[src/rtl/cmd_scheduler_pkg.sv]
// cmd_scheduler_pkg: shared FSM states, status codes and default timeouts for the CMD scheduler
package cmd_scheduler_pkg;
  typedef enum logic [2:0] {IDLE, ISSUE, WAIT_TX, WAIT_RESP, DONE} state_e;
  typedef enum logic [1:0] {ST_OK, ST_TIMEOUT, ST_CRC_ERR, ST_TX_GUARD} status_e;
  localparam int DEF_TIMEOUT_CYC = 64;
  localparam int DEF_TX_GUARD_CYC = 128;
  localparam int DEF_CNT_W = 8;
endpackage

[src/rtl/cmd_scheduler_if.sv]
// cmd_scheduler_if: requester-side and cmd-engine-side signals of the CMD scheduler
interface cmd_scheduler_if;
  logic [1:0] req, gnt, ack, status;
  logic [5:0] index0, index1, phy_index;
  logic [31:0] arg0, arg1, phy_arg, resp, phy_resp;
  logic resp_exp0, resp_exp1, phy_resp_exp, phy_start, phy_done, phy_resp_valid, phy_crc_err;
  modport slave (
    input req, index0, index1, arg0, arg1, resp_exp0, resp_exp1, phy_done, phy_resp_valid, phy_resp, phy_crc_err,
    output gnt, ack, status, resp, phy_start, phy_index, phy_arg, phy_resp_exp
  );
  modport master (
    output req, index0, index1, arg0, arg1, resp_exp0, resp_exp1, phy_done, phy_resp_valid, phy_resp, phy_crc_err,
    input gnt, ack, status, resp, phy_start, phy_index, phy_arg, phy_resp_exp
  );
endinterface

[src/rtl/cmd_scheduler_rr_arb.sv]
// cmd_scheduler_rr_arb: 2-way round-robin pick, pointer's requester first
module cmd_scheduler_rr_arb (
  input  logic [1:0] req_i,
  input  logic       ptr_i,
  output logic [1:0] win_o
);
  always_comb begin
    win_o = ptr_i ? (req_i[1] ? 2'b10 : req_i[0] ? 2'b01 : 2'b00)
                  : (req_i[0] ? 2'b01 : req_i[1] ? 2'b10 : 2'b00);
  end
endmodule

[src/rtl/cmd_scheduler.sv]
// cmd_scheduler: arbitrates two requesters onto one SD CMD engine and sequences
// start, transmit-done and optional response wait with timeouts.
module cmd_scheduler
  import cmd_scheduler_pkg::*;
#(
  parameter int TIMEOUT_CYC  = DEF_TIMEOUT_CYC,
  parameter int TX_GUARD_CYC = DEF_TX_GUARD_CYC,
  parameter int CNT_W        = DEF_CNT_W
) (
  input logic clk,
  input logic rst_n,
  cmd_scheduler_if.slave bus
);
  state_e state_q, state_d;
  status_e status_q, status_d;
  logic [CNT_W-1:0] cnt_q, cnt_d;
  logic [1:0] gnt_q, gnt_d, win;
  logic ptr_q, ptr_d, rexp_q, rexp_d;
  logic [5:0] idx_q, idx_d;
  logic [31:0] arg_q, arg_d, resp_q, resp_d;
  logic tx_tc, rsp_tc;
  cmd_scheduler_rr_arb u_arb (.req_i(bus.req), .ptr_i(ptr_q), .win_o(win));
  // cnt is cleared on entry, so the final waiting cycle is where it reads LIMIT-2
  assign tx_tc  = cnt_q == CNT_W'(TX_GUARD_CYC - 2);
  assign rsp_tc = cnt_q == CNT_W'(TIMEOUT_CYC - 2);
  assign bus.gnt          = gnt_q;
  assign bus.ack          = (state_q == DONE) ? gnt_q : 2'b00;
  assign bus.status       = status_q;
  assign bus.resp         = resp_q;
  assign bus.phy_start    = state_q == ISSUE;
  assign bus.phy_index    = idx_q;
  assign bus.phy_arg      = arg_q;
  assign bus.phy_resp_exp = rexp_q;
  always_comb begin
    state_d  = state_q;
    status_d = status_q;
    cnt_d    = &cnt_q ? cnt_q : cnt_q + 1'b1;
    gnt_d    = gnt_q;
    ptr_d    = ptr_q;
    rexp_d   = rexp_q;
    idx_d    = idx_q;
    arg_d    = arg_q;
    resp_d   = resp_q;
    case (state_q)
      IDLE: if (|win) begin
        gnt_d    = win;
        idx_d    = win[1] ? bus.index1 : bus.index0;
        arg_d    = win[1] ? bus.arg1 : bus.arg0;
        rexp_d   = win[1] ? bus.resp_exp1 : bus.resp_exp0;
        status_d = ST_OK;
        resp_d   = '0;
        state_d  = ISSUE;
      end
      ISSUE: begin
        cnt_d   = '0;
        state_d = WAIT_TX;
      end
      WAIT_TX: if (bus.phy_done) begin
        cnt_d   = '0;
        state_d = rexp_q ? WAIT_RESP : DONE;
      end else if (tx_tc) begin
        status_d = ST_TX_GUARD;
        state_d  = DONE;
      end
      WAIT_RESP: if (bus.phy_resp_valid) begin
        resp_d   = bus.phy_resp;
        status_d = bus.phy_crc_err ? ST_CRC_ERR : ST_OK;
        state_d  = DONE;
      end else if (rsp_tc) begin
        resp_d   = '0;
        status_d = ST_TIMEOUT;
        state_d  = DONE;
      end
      DONE: begin
        gnt_d   = 2'b00;
        ptr_d   = gnt_q[0];
        state_d = IDLE;
      end
      default: state_d = IDLE;
    endcase
  end
  always_ff @(posedge clk or negedge rst_n) begin
    if (!rst_n) begin
      state_q  <= IDLE;
      status_q <= ST_OK;
      cnt_q    <= '0;
      gnt_q    <= 2'b00;
      ptr_q    <= 1'b0;
      rexp_q   <= 1'b0;
      idx_q    <= '0;
      arg_q    <= '0;
      resp_q   <= '0;
    end else begin
      state_q  <= state_d;
      status_q <= status_d;
      cnt_q    <= cnt_d;
      gnt_q    <= gnt_d;
      ptr_q    <= ptr_d;
      rexp_q   <= rexp_d;
      idx_q    <= idx_d;
      arg_q    <= arg_d;
      resp_q   <= resp_d;
    end
  end
endmodule

[src/flat_wrapper.sv]
// flat-port wrapper written by rule: the top's interface ports become plain ports
module cmd_scheduler_flat import cmd_scheduler_pkg::*;
#(
  parameter int TIMEOUT_CYC  = DEF_TIMEOUT_CYC,
  parameter int TX_GUARD_CYC = DEF_TX_GUARD_CYC,
  parameter int CNT_W        = DEF_CNT_W
)
  (clk, rst_n, bus_req, bus_index0, bus_index1, bus_arg0, bus_arg1, bus_resp_exp0, bus_resp_exp1, bus_phy_done, bus_phy_resp_valid, bus_phy_resp, bus_phy_crc_err, bus_gnt, bus_ack, bus_status, bus_resp, bus_phy_start, bus_phy_index, bus_phy_arg, bus_phy_resp_exp);
  cmd_scheduler_if bus_i ();
  input logic clk;
  input logic rst_n;
  input wire logic [$bits(bus_i.req)-1:0] bus_req;
  input wire logic [$bits(bus_i.index0)-1:0] bus_index0;
  input wire logic [$bits(bus_i.index1)-1:0] bus_index1;
  input wire logic [$bits(bus_i.arg0)-1:0] bus_arg0;
  input wire logic [$bits(bus_i.arg1)-1:0] bus_arg1;
  input wire logic [$bits(bus_i.resp_exp0)-1:0] bus_resp_exp0;
  input wire logic [$bits(bus_i.resp_exp1)-1:0] bus_resp_exp1;
  input wire logic [$bits(bus_i.phy_done)-1:0] bus_phy_done;
  input wire logic [$bits(bus_i.phy_resp_valid)-1:0] bus_phy_resp_valid;
  input wire logic [$bits(bus_i.phy_resp)-1:0] bus_phy_resp;
  input wire logic [$bits(bus_i.phy_crc_err)-1:0] bus_phy_crc_err;
  output wire logic [$bits(bus_i.gnt)-1:0] bus_gnt;
  output wire logic [$bits(bus_i.ack)-1:0] bus_ack;
  output wire logic [$bits(bus_i.status)-1:0] bus_status;
  output wire logic [$bits(bus_i.resp)-1:0] bus_resp;
  output wire logic [$bits(bus_i.phy_start)-1:0] bus_phy_start;
  output wire logic [$bits(bus_i.phy_index)-1:0] bus_phy_index;
  output wire logic [$bits(bus_i.phy_arg)-1:0] bus_phy_arg;
  output wire logic [$bits(bus_i.phy_resp_exp)-1:0] bus_phy_resp_exp;
  assign bus_i.req = bus_req;
  assign bus_i.index0 = bus_index0;
  assign bus_i.index1 = bus_index1;
  assign bus_i.arg0 = bus_arg0;
  assign bus_i.arg1 = bus_arg1;
  assign bus_i.resp_exp0 = bus_resp_exp0;
  assign bus_i.resp_exp1 = bus_resp_exp1;
  assign bus_i.phy_done = bus_phy_done;
  assign bus_i.phy_resp_valid = bus_phy_resp_valid;
  assign bus_i.phy_resp = bus_phy_resp;
  assign bus_i.phy_crc_err = bus_phy_crc_err;
  assign bus_gnt = bus_i.gnt;
  assign bus_ack = bus_i.ack;
  assign bus_status = bus_i.status;
  assign bus_resp = bus_i.resp;
  assign bus_phy_start = bus_i.phy_start;
  assign bus_phy_index = bus_i.phy_index;
  assign bus_phy_arg = bus_i.phy_arg;
  assign bus_phy_resp_exp = bus_i.phy_resp_exp;
  cmd_scheduler #(.TIMEOUT_CYC(TIMEOUT_CYC), .TX_GUARD_CYC(TX_GUARD_CYC), .CNT_W(CNT_W)) u_core (.clk(clk), .rst_n(rst_n), .bus(bus_i));
endmodule
[config.mk]
export PLATFORM = sky130hd
export DESIGN_NAME = cmd_scheduler_flat
export DESIGN_NICKNAME = d
export VERILOG_FILES = /design/src/rtl/cmd_scheduler_pkg.sv /design/src/rtl/cmd_scheduler_if.sv /design/src/rtl/cmd_scheduler_rr_arb.sv /design/src/rtl/cmd_scheduler.sv /design/src/flat_wrapper.sv
export SDC_FILE = /design/constraint.sdc
export NUM_CORES = 1
export LEC_CHECK = 0
export ABC_AREA = 1
export CORE_MARGIN = 2
export CORE_UTILIZATION = 41
export CTS_CLUSTER_SIZE = 40
export DETAILED_ROUTE_END_ITERATION = 7
export GPL_ROUTABILITY_DRIVEN = 0
export GPL_TIMING_DRIVEN = 0
export PLACE_DENSITY_LB_ADDON = 0.12
export SLEW_MARGIN = 25
export SYNTH_ARGS = -nofsm -noshare
export SYNTH_HDL_FRONTEND = slang
export SYNTH_SLANG_ARGS = --single-unit
[constraint.sdc]
create_clock -name clk -period 1.7 [get_ports clk]
set_input_delay 0.34 -clock clk [delete_from_list [all_inputs] [get_ports clk]]
set_output_delay 0.34 -clock clk [all_outputs]
set_load 0.05 [all_outputs]
==> impl_metrics.tcl <==
set metrics [dict create \
    syn_avg_cell_area_um2 8.905 \
    criticalPathCategory "reg2out" \
    routed_via_density 5.008 \
    place_ws_ns -0.3956 \
    syn-num-nets 562 \
    antenna_cells 0 \
    initial_core_util_pct 42.49 \
    cp_cell_sequence "nor2_4 -> nand2_4 -> nor2_4 -> buf_8" \
    clock_path_buffers 2 \
    yosys.cell_count.top_type "nand2_1" \
    synth_ff_type "dfrtp_1" \
    fin_nets 775 \
    antenna_found_initial 0 \
    grt_first_pass_wirelength_um 17970 \
    ys_ff_latch 87 \
    min_path_type "in2reg" \
    r2r-end "u_core.bus.phy_arg[29]$_DFFE_PN0P_" \
    slew_headroom_pct 63.22 \
    cp-start-kind "register" \
    dp.cells 766 \
    leakagePower_nw 3.144 \
    pin_count 195 \
    drc 0 \
    period_share_pct 98.34 \
    first_iter_violations 134 \
    cts.sinks 87 \
    crit_top_cell "nor2_4" \
    yosys-top-cells-count "137 x nand2_1, 87 x dfrtp_1, 47 x a21oi_1" \
    worstReg2RegStart "u_core.state_q[1]$_DFFE_PN0P_" \
    die-area_um2 10420 \
    drtPass1Iterations 4 \
    r2r_slack_ns 0.11 \
    slowest_stage "dfrtp_2" \
    wire_per_inst_um 15.00 \
    critPathTopFamily "flip-flops" \
    syn-cell-area_um2 3945 \
    synth_cell_types 26 \
    cts_buffers 9 \
    status "finished clean" \
    synth_top_area_share_pct 55.19 \
    clk_pin_slew_ns 0.09 \
    wl_um 11850 \
    hold_end "u_core.bus.resp[31]$_DFFE_PN0P_" \
    worstSkewPairLatency_ns 0.36 \
    power_density_nw_per_um2 1949 \
    fin_hold_ws_ns 0.3938 \
    yosysTopAreaCell "dfrtp_1" \
    reg2reg_depth 7 \
    rsz0062_at_grt "true" \
    synth_edf_count 0 \
    syn_to_final_growth_pct 60.23 \
    synthTopCellsByArea "dfrtp_1 55%, nand2_1 13%, a2bb2oi_1 8.7%" \
    fp.dieW_um 102.1 \
    num_rows 35 \
    met2_usage_pct 36.99 \
    worst_slack_ns 0.02830 \
    met3_usage_pct 5.198 \
    critPathMaxFanout 5 \
    grt_pass1_vias 3761 \
    worstHoldStart "bus_phy_resp_valid" \
    critPathCaptureType "output port" \
    drive_gt1_share_pct 9.985 \
    setup_violations 0 \
    hpwl_um 8762 \
    slew_viol_final 0 \
    port_buffers 193 \
    worst-slew-pin-transition_ns 0.5539 \
    globalRoute.busiestLayer "met2" \
    hold-path-cell-count 3 \
    cpPeakStageDelay_ns 0.45 \
    grt_start_max_net_pins 54 \
    use_met1_pct 26.89 \
    fmax_mhz 598.2 \
    fin_crit_ns 1.672 \
    final_cells 790 \
    synth_warnings 0 \
    cp.arrival_ns 1.33 \
    grt.total_usage_pct 21.88 \
    cap_violations 0 \
    async_flop_share_pct 100.0 \
    die_h_um 102.1 \
    yosysSeqAreaShare_pct 55.19 \
    cts_max_level 3 \
    crit_required_ns 1.36 \
    overflow 0 \
    root_buffer "clkbuf_8" \
    synthCells 443 \
    num_vias 3956 \
    clock_skew_ns 0.01443 \
    ant_nets 0 \
    ir_drop_mv 1.057 \
    core_um2 9284 \
    critPathBufInv 1 \
    cts_tree "built" \
    hold_viol_final 0 \
]
-- worst max path at each step --
stage                                  start                             endpoint  slack [ns]  cells after the start
3_3_place_gp                           rst_n      u_core.bus.resp[14]$_DFFE_PN0P_       -2.94                      1
5_1_grt        u_core.state_q[1]$_DFFE_PN0P_                           bus_ack[0]       -0.03                      4
6_report       u_core.state_q[1]$_DFFE_PN0P_                           bus_ack[1]        0.03                      4
3_5_place_dp   u_core.state_q[0]$_DFFE_PN0P_                           bus_ack[0]       -0.40                      4
2_1_floorplan  u_core.bus.gnt[0]$_DFFE_PN0P_                           bus_ack[0]        0.15                      2
4_1_cts                           bus_req[1]  u_core.bus.phy_index[1]$_DFFE_PN0P_       0.006                      7
-- logic make-up (layout without fill, tap and decap cells) --
kind of cell,Yosys count,in the layout,synth area share [%]
simple gates,210,210,22.30
fa+ha+maj,2,2,0.6342
buf+inv,47,265,5.265
compound gates,95,95,16.18
flops,87,87,55.19
xor+xnor,2,2,0.4441
-- what timing repair did --
item / in CTS / in global routing
hold buffers: 1 / 0
pin swaps: 0 / 1
endpoints found under the setup margin: 78 / 56
resized for setup: 99 / 23
buffers inserted: 1 / 6
endpoints found under the hold margin: 34 / 0
-- layout make-up --
class	instances	area [um2]
clock buffers	9	123.9
multi-input cells	309	1618
clock inverters	7	73.82
well taps	129	161.4
inverters	21	78.83
fillers	811	2963
repair buffers	202	1941
plain buffers	26	143.9
flip-flops and latches	87	2181
-- report_power, final --
part / switching (mW) / internal [mW] / total, mW
logic: 5.04 / 2.39 / 7.43
clock network: 0.764 / 0.681 / 1.44
registers: 0.501 / 2.94 / 3.44
-- layer usage --
metal	vias up	wire (um)	part of all wire, %
met5	-	0	0
met4	0	259	2.2
li1	1909	-	-
met2	167	5798	49
met1	1858	4897	41
met3	22	897	7.6
-- layout by cell type, fill, tap and decap left out, drive strengths merged, types with 3 or more instances in the layout --
cell           instances
clkdlybuf4s50        114
a2bb2oi               39
nand2                138
inv                   21
buf                   24
nand3                 43
nor3                   3
dlygate4sd2           75
clkinv                 5
o21ai                  8
clkbuf                23
nand4                  3
dfrtp                 87
a21oi                 47
nor2                  22
-- stage by stage --
step | TNS (ns) | power [mW] | utilization, % | area, um2
after floorplan | 0 | 8.619 | - | 3950
after global placement | -265.60 | 11.10 | 65.09 | 6043
after detailed placement | -12.30 | 11.25 | 65.40 | 6072
after CTS | 0 | 12.19 | 66.82 | 6203
after global routing | -0.09361 | 13.05 | 68.09 | 6321
final | 0 | 12.32 | 68.09 | 6321
-- sequential cells by signal, indices dropped and copies added (netlist names) --
register                 count
u_core.cnt_q                 8
u_core.bus.phy_arg          32
u_core.bus.phy_resp_exp      1
u_core.state_q               3
u_core.bus.phy_index         6
u_core.bus.resp             32
u_core.ptr_q                 1
u_core.bus.gnt               2
u_core.bus.status            2
-- worst reg2reg max path: stages (launching register included) --
cell and delay (ns):
dfrtp_2 0.45, nor2_4 0.17, nand2_2 0.12, nor2_4 0.20, inv_2 0.08, clkbuf_2 0.19
a21oi_1 0.18, a2bb2oi_1 0.09
Power figures use the tool's default switching activity.
